===== src/rtl/unidade_controle_jogo_pkg.sv =====
// -----------------------------------------------------------------------------
// unidade_controle_jogo_pkg
// Shared definitions for the game control unit: the 4-bit state codes shown on
// db_estado (also used by the bench to decode db_estado), the bundle of Moore
// strobes, and the state -> strobe decoder.
// No ports (package).
// -----------------------------------------------------------------------------
package unidade_controle_jogo_pkg;

    typedef enum logic [3:0] {
        INICIAL     = 4'h0,
        PREPARA     = 4'h1,
        ESPERA      = 4'h2,
        REGISTRA    = 4'h4,
        COMPARA     = 4'h5,
        PROXIMO     = 4'h6,
        FIM_ACERTO  = 4'hA,
        FIM_TIMEOUT = 4'hD,
        FIM_ERRO    = 4'hE
    } estado_t;

    // Moore outputs, kept together so they can be registered as one word.
    typedef struct packed {
        logic zera_c;
        logic conta_c;
        logic zera_r;
        logic registra_r;
        logic pronto;
        logic acertou;
        logic errou;
        logic timeout;
    } saidas_t;

    function automatic saidas_t decodifica(input estado_t e);
        saidas_t s;
        s = '0;
        case (e)
            PREPARA: begin
                s.zera_c = 1'b1;
                s.zera_r = 1'b1;
            end
            REGISTRA:   s.registra_r = 1'b1;
            PROXIMO:    s.conta_c    = 1'b1;
            FIM_ACERTO: begin
                s.pronto  = 1'b1;
                s.acertou = 1'b1;
            end
            FIM_ERRO: begin
                s.pronto = 1'b1;
                s.errou  = 1'b1;
            end
            FIM_TIMEOUT: begin
                s.pronto  = 1'b1;
                s.errou   = 1'b1;
                s.timeout = 1'b1;
            end
            default: s = '0;
        endcase
        return s;
    endfunction

endpackage


===== src/rtl/unidade_controle_jogo_detector_borda.sv =====
// -----------------------------------------------------------------------------
// detector_borda
// One-cycle rising-edge detector for a level that is already synchronous to
// clock (player buttons). pulso = sinal & ~sinal delayed by one cycle.
// Ports:
//   clock  in  system clock, rising edge
//   reset  in  synchronous, active-high; clears the history flop
//   sinal  in  level to watch
//   pulso  out high for the first cycle sinal is seen high after being low
// -----------------------------------------------------------------------------
module detector_borda (
    input  logic clock,
    input  logic reset,
    input  logic sinal,
    output logic pulso
);

    logic sinal_d;
    logic sinal_q;

    always_comb begin
        sinal_d = sinal;
    end

    always_ff @(posedge clock) begin
        if (reset) begin
            sinal_q <= 1'b0;
        end else begin
            sinal_q <= sinal_d;
        end
    end

    assign pulso = sinal & ~sinal_q;

endmodule


===== src/rtl/unidade_controle_jogo.sv =====
// -----------------------------------------------------------------------------
// unidade_controle_jogo
// Moore FSM sequencing the counter / comparator / switch-register datapath for
// one round of the memory game: clear, wait for a move, register switches,
// compare, then advance the counter or finish the round.
// Optional build macro: TIMEOUT_EN (adds an ESPERA cycle counter that ends the
// round in FIM_TIMEOUT after TIMEOUT_CICLOS cycles without a move).
// Ports:
//   clock, reset        clock (rising edge), synchronous active-high reset
//   iniciar             starts / restarts a round from INICIAL or an end state
//   jogada              player move level (edge-detected internally)
//   fim, igual          counter rco, comparator equal flag
//   zera_c, conta_c     counter clear, counter enable strobes
//   zera_r, registra_r  switch register clear, load strobes
//   pronto, acertou, errou, timeout   round result flags
//   db_estado           current 4-bit state code
// -----------------------------------------------------------------------------
module unidade_controle_jogo
    import unidade_controle_jogo_pkg::*;
#(
    parameter int TIMEOUT_CICLOS = 5000
) (
    input  logic       clock,
    input  logic       reset,
    input  logic       iniciar,
    input  logic       jogada,
    input  logic       fim,
    input  logic       igual,
    output logic       zera_c,
    output logic       conta_c,
    output logic       zera_r,
    output logic       registra_r,
    output logic       pronto,
    output logic       acertou,
    output logic       errou,
    output logic       timeout,
    output logic [3:0] db_estado
);

    estado_t estado_d;
    estado_t estado_q;
    saidas_t saidas_d;
    saidas_t saidas_q;
    logic    borda_jogada;
    logic    expirou;

    // Edge history runs in every state, so a level already high when ESPERA
    // is entered never counts as a new move.
    detector_borda u_borda_jogada (
        .clock (clock),
        .reset (reset),
        .sinal (jogada),
        .pulso (borda_jogada)
    );

`ifdef TIMEOUT_EN
    localparam int               CNT_W  = $clog2(TIMEOUT_CICLOS);
    localparam logic [CNT_W-1:0] LIMITE = CNT_W'(TIMEOUT_CICLOS - 1);

    logic [CNT_W-1:0] cnt_d;
    logic [CNT_W-1:0] cnt_q;

    assign expirou = (cnt_q == LIMITE);
`else
    assign expirou = 1'b0;
`endif

    always_comb begin
        estado_d = estado_q;
        case (estado_q)
            INICIAL:  if (iniciar) estado_d = PREPARA;
            PREPARA:  estado_d = ESPERA;
            ESPERA: begin
                // A move arriving in the expiry cycle still wins.
                if (borda_jogada) begin
                    estado_d = REGISTRA;
                end else if (expirou) begin
                    estado_d = FIM_TIMEOUT;
                end
            end
            REGISTRA: estado_d = COMPARA;
            COMPARA: begin
                if (!igual) begin
                    estado_d = FIM_ERRO;
                end else if (fim) begin
                    estado_d = FIM_ACERTO;
                end else begin
                    estado_d = PROXIMO;
                end
            end
            PROXIMO:  estado_d = ESPERA;
            FIM_ACERTO, FIM_ERRO, FIM_TIMEOUT: begin
                if (iniciar) estado_d = PREPARA;
            end
            default:  estado_d = INICIAL;
        endcase

        // Outputs are decoded from the next state and registered, so they
        // line up exactly with the cycles spent in each state.
        saidas_d = decodifica(estado_d);
`ifndef TIMEOUT_EN
        saidas_d.timeout = 1'b0;
`endif
    end

`ifdef TIMEOUT_EN
    // Counts only while staying in ESPERA; zero on every entry and elsewhere.
    always_comb begin
        cnt_d = '0;
        if (estado_q == ESPERA && estado_d == ESPERA) begin
            cnt_d = cnt_q + 1'b1;
        end
    end

    always_ff @(posedge clock) begin
        if (reset) begin
            cnt_q <= '0;
        end else begin
            cnt_q <= cnt_d;
        end
    end
`endif

    always_ff @(posedge clock) begin
        if (reset) begin
            estado_q <= INICIAL;
            saidas_q <= '0;
        end else begin
            estado_q <= estado_d;
            saidas_q <= saidas_d;
        end
    end

    assign zera_c     = saidas_q.zera_c;
    assign conta_c    = saidas_q.conta_c;
    assign zera_r     = saidas_q.zera_r;
    assign registra_r = saidas_q.registra_r;
    assign pronto     = saidas_q.pronto;
    assign acertou    = saidas_q.acertou;
    assign errou      = saidas_q.errou;
    assign timeout    = saidas_q.timeout;
    assign db_estado  = estado_q;

endmodule


===== config.mk =====
export PLATFORM = sky130hd
export DESIGN_NAME = unidade_controle_jogo
export DESIGN_NICKNAME = d
export VERILOG_FILES = /design/src/rtl/unidade_controle_jogo_pkg.sv /design/src/rtl/unidade_controle_jogo_detector_borda.sv /design/src/rtl/unidade_controle_jogo.sv
export SDC_FILE = /design/constraint.sdc
export NUM_CORES = 1
export LEC_CHECK = 0
export ABC_CLOCK_PERIOD_IN_PS = 3800
export CAP_MARGIN = 0
export CORE_ASPECT_RATIO = 0.7
export CORE_MARGIN = 4
export CORE_UTILIZATION = 25
export CTS_BUF_LIST = sky130_fd_sc_hd__clkbuf_16
export DETAILED_ROUTE_END_ITERATION = 10
export PLACE_DENSITY = 0.58
export SYNTH_ARGS = -nofsm -noshare
export SYNTH_HDL_FRONTEND = slang
export SYNTH_SLANG_ARGS = --single-unit

===== constraint.sdc =====
create_clock -name clock -period 3.8 [get_ports clock]
set_clock_uncertainty 0.1 [all_clocks]
set_input_delay 0.95 -clock clock [delete_from_list [all_inputs] [get_ports clock]]
set_output_delay 0.95 -clock clock [all_outputs]
set_load 0.005 [all_outputs]

# After elaboration in Yosys (flattened, before gate mapping)
# Cells that the tools add are included.
[word_totals]
output_inout_bits = 12
in_bits = 6
ff_bits = 12
[classes]
reduce_logical = 5
eq_ne = 14
muxes = 11
n_bitwise = 2
[ops]
columns = ["cell", "n"]
rows = [
  ["$eq 4x4->1 const B", 6],
  ["$eq 4x3->1 const B", 5],
  ["$pmux 4 s5", 1],
  ["$mux 4", 4],
  ["$eq 4x1->1 const B", 2],
  ["$mux 1", 6],
  ["$eq 4x2->1 const B", 1],
  ["$logic_not 4->1", 1],
  ["$reduce_or 2->1", 2],
  ["$reduce_or 4->1", 1],
  ["$reduce_or 3->1", 1],
  ["$and 1x1->1", 1],
  ["$not 1->1", 1],
]

# Longest topological paths before layout
[depth]
ltp_word = 7
ltp_mapped = 5
ltp_nobuf = 4

# By module
# From an unflattened synthesis, not the netlist that was laid out.
[hier_totals]
hier_cells = 54
hier_area_um2 = 524.3
[modules_own_cells]
columns = ["mod", "instances", "cells_each", "seq_area_each_um2", "area_each_um2"]
rows = [
  ["unidade_controle_jogo", 1, 51, 200.2, 476.7],
  ["detector_borda", 1, 3, 20.0, 47.5],
]

# Worst setup path before layout
# OpenSTA, ideal clock, no wires.
[synth_path]
path_type = "input to register"
start = "input port jogada"
end = "register saidas_q (netlist bit registra_r)"
stages = 4
setup_ns = 0.092
path_slack_ns = 1.842
arrival_time_ns = 1.766
cell_sequence = "nor4b_1 -> a31oi_1 -> o211a_1 -> nor4_1"
[synth_between]
elab_chain_len = 5
[synth_rtl]
columns = ["element", "line_no", "rtl"]
rows = [
  ["from (decl)", "unidade_controle_jogo.sv:26", "input logic jogada,"],
  ["$and 1x1->1", "unidade_controle_jogo_detector_borda.sv:33", "assign pulso = sinal & ~sinal_q;"],
  ["$mux 4", "unidade_controle_jogo.sv:75", "if (borda_jogada) begin"],
  ["$pmux 4 s5", "unidade_controle_jogo.sv:70", "case (estado_q)"],
  ["$eq 4x3->1", "unidade_controle_jogo_pkg.sv:37", "case (e)"],
  ["$mux 1", "unidade_controle_jogo_pkg.sv:37", ""],
  ["to (signal assigned)", "unidade_controle_jogo.sv:130", "saidas_q <= saidas_d;"],
  ["to (decl)", "unidade_controle_jogo.sv:43", "saidas_t saidas_q;"],
]
# No other way between the ends.
# A chain may end at the register's enable or synchronous reset.

# Final worst setup path
[layout_path]
start = "register estado_q[3] (netlist: db_estado[3])"
end = "output port db_estado[3]"
[layout_rtl]
columns = ["element", "line_no", "rtl"]
rows = [
  ["from (decl)", "unidade_controle_jogo.sv:41", "estado_t estado_q;"],
  ["from (signal assigned)", "unidade_controle_jogo.sv:129", "estado_q <= estado_d;"],
  ["to (decl)", "unidade_controle_jogo.sv:37", "output logic [3:0] db_estado"],
]
# No word-level cell between the ends.

==> qor.log <==
[global_routing] All-Layer GR Usage 8.86%
[power] power density over the cells 464 nW/µm²
[placement] final estimated routing congestion in global placement 0.820
[yosys] most used flip-flop cell after synthesis sky130_fd_sc_hd__dfxtp_1
[route] wire per inst 11.7 µm
[setup_path] critical path type flop to output pin
[global_routing] number of global-route vias before repair 426
[layout] ratio of cells with drive above 1 in the final layout 8.22%
[yosys] cell area after synthesis 512 µm²
[floorplanning] area of the die 2850 µm²
[layout] Layout area overhead 44.7%
[power] Gate power share 10.2%
[setup_path] number of buffers and inverters on the critical path 1
[placement] half-perimeter wire length of the detailed placement result 837 µm
[setup_path] worst endpoint data arrival time 1.34 ns
[cts] post-CTS setup buffer count 0
[global_routing] global-route wire length before repair 1.74 mm
[global_routing] GRT overflow 0
[setup_path] reg-to-reg slack, setup 2.12 ns
[power] leakage power figure 0.000265 µW
[setup_path] type of element launching the critical path flop
[floorplanning] number of rows created at floorplan 13
[yosys] share of synthesized area occupied by flip-flops and latches 43.0%
[route] DR pass1 iterations 4
[power] net switching power figure 65.2 µW
[floorplanning] placeable core area 1900 µm²
[timing] final worst setup slack 1.41 ns
[yosys] yosys warns 0
[power] internal portion of total power 278 µW
[global_routing] antenna violations before repair 0
[layout] most used cells in the layout excluding fill and tap cells 16 x sky130_fd_sc_hd__clkdlybuf4s50_1, 11 x sky130_fd_sc_hd__dfxtp_1, 7 x sky130_fd_sc_hd__nor2_1
[outcome] result of the run finished, final reports clean
[route] DRC Markers 0
[timing] setup repair after global routing missed its margin false
[route] post-detailed-route via-to-cell ratio 4.81
[setup_path] slowest CP cell sky130_fd_sc_hd__clkdlybuf4s50_1
[cts] H-tree lvl count 1
[setup_path] delay-heaviest family, CP buffers and inverters
[yosys] synthesized area divided by synthesized cell count 8.98 µm²
[power] portion of total power attributed to sequential cells 36.3%
[timing] post-route fraction of the period consumed by the critical path 62.8%
[placement] minimum setup slack after placement 1.23 ns
[cts] CTS tree done
[global_routing] maximum number of pins on one net before global-route repair 12
[yosys] total nets after synthesis 63
[route] total number of vias 457
[setup_path] maximum fanout along the worst path 11
[route] Antenna Violating Nets Remaining 0
[run] number of max-capacitance violations reported 0
[floorplanning] height of the die 45.9 µm
[floorplanning] ports placed on the boundary 18
[cts] number of buffers on the longest clock path 2
[yosys] number of synthesized register bits 11
[timing] Final Hold Fails 0
[timing] final worst hold slack 0.462 ns
[power] Clock power frac 53.5%
[layout] number of inserted diodes 0
[cts] number of buffers added by the clock tree synthesis step 3
[placement] quantity of I/O buffers inserted on ports 16
[cts] quantity of hold-fixing buffers added after cts 0
[setup_path] Cell Chain, Critical Path clkdlybuf4s50_1
[timing] Setup-failing EPs final 0
[timing] fin crit period 2.39 ns
[timing] final-layout setup total negative slack 0 ns
[floorplanning] starting density of the core 26.9%
[cts] CTS Sinks 11
[layout] commonest non-fill, non-tap cell in the layout sky130_fd_sc_hd__clkdlybuf4s50_1
[route] Routed Wire Length 1.11 mm
[floorplanning] Die X 62.1 µm
[cts] buffer type at the clock tree root sky130_fd_sc_hd__clkbuf_16
[yosys] share of synthesized flip-flops with an asynchronous set or reset 0%
[route] detailed router's first-iteration violation count 17
[timing] maximum operating frequency 0.419 GHz
[timing] final number of max-transition violations 0
[yosys] number of enable flip-flop cells after synthesis 0
[setup_path] highest cell delay on the worst timing path 0.57 ns
[power] switching part of the total 19.0%
[cts] register clock-pin slew on the reported worst setup and hold paths 0.04 ns
[layout] Layout Nets 80
[hold_path] path class of the lowest-slack min-delay path flop to flop
[cts] latest clock arrival within the worst-skew pair 0.23 ns
[layout] final-layout fill cell count 190
[yosys] Cells after Synth 57
[power] Max IR drop VDD 0.275 mV
[yosys] post-synthesis cell type count 28
[setup_path] category of the worst setup path capture point output pin
[cts] number of gates resized after CTS 0
[setup_path] required time of the critical path 2.75 ns
## area by class of cell
| cell class | instances | area (µm²) | share of cell area [%] |
|---|---|---|---|
| timing repair buffer | 16 | 160 | 21.6 |
| clock buffer | 3 | 75.1 | 10.1 |
| clock inverter | 1 | 3.75 | 0.507 |
| multi-input combinational | 39 | 243 | 32.8 |
| tap | 22 | 27.5 | 3.72 |
| inverter | 3 | 11.3 | 1.52 |
| sequential | 11 | 220 | 29.7 |
## power groups by stage
stage                     registers, µW  clock network [µW]  logic (µW)
final                               125                 184        35.0
after global routing                126                 191        38.4
after CTS                           125                 187        35.1
after detailed placement            127                   0        34.8
after global placement              127                   0        35.4
after floorplan                     126                   0        20.3
## through the flow
stage | cell area [µm²] | util (%) | std cells | total power [µW]
after floorplan | 512 | - | 57 | 146
after global placement | 662 | 34.8 | 91 | 162
after detailed placement | 662 | 34.8 | 91 | 161
after CTS | 741 | 38.9 | 95 | 347
after global routing | 741 | 38.9 | 95 | 355
final | 741 | 38.9 | 95 | 343
## state kept, by name, indices dropped and copies added, names as in the netlist
name                    count
db_estado                   4
registra_r                  1
u_borda_jogada.sinal_q      1
conta_c                     1
zera_r                      1
errou                       1
pronto                      1
acertou                     1
## cells by family (layout without fill, tap and decap cells)
group,Yosys count,count (layout),share of synthesized area [%]
simple gates,27,27,32.8
other cells,1,1,0.733
flops,11,11,43.0
buf+inv,7,23,9.53
compound gates,11,11,13.9
## metal layers
metal | track usage (%) | wire length [µm] | vias up
met4 | 2.54 | 6 | 0
li1 | - | - | 230
met2 | 12.6 | 504 | 12
met5 | 0 | 0 | -
met1 | 10.8 | 522 | 213
met3 | 5.95 | 79 | 2
## cell usage after synthesis, types with 2 or more instances
| library cell | n | area (µm²) |
|---|---|---|
| sky130_fd_sc_hd__dfxtp_1 | 11 | 220 |
| sky130_fd_sc_hd__nor2_1 | 7 | 26.3 |
| sky130_fd_sc_hd__a31oi_1 | 3 | 18.8 |
| sky130_fd_sc_hd__inv_1 | 3 | 11.3 |
| sky130_fd_sc_hd__nand3_1 | 3 | 15.0 |
| sky130_fd_sc_hd__o21ai_0 | 3 | 15.0 |
| sky130_fd_sc_hd__buf_4 | 2 | 15.0 |
| sky130_fd_sc_hd__buf_6 | 2 | 22.5 |
| sky130_fd_sc_hd__nor2b_1 | 2 | 12.5 |
| sky130_fd_sc_hd__nor3b_1 | 2 | 15.0 |
| sky130_fd_sc_hd__nor4_1 | 2 | 12.5 |
## worst paths after layout
path	startpoint	endpoint	depth (start not counted)
max	db_estado[3]	db_estado[3]	1
min	u_borda_jogada.sinal_q	registra_r	3
max reg2reg	db_estado[3]	zera_r	4
min reg2reg	u_borda_jogada.sinal_q	registra_r	3
Power figures use the tool's default switching activity.
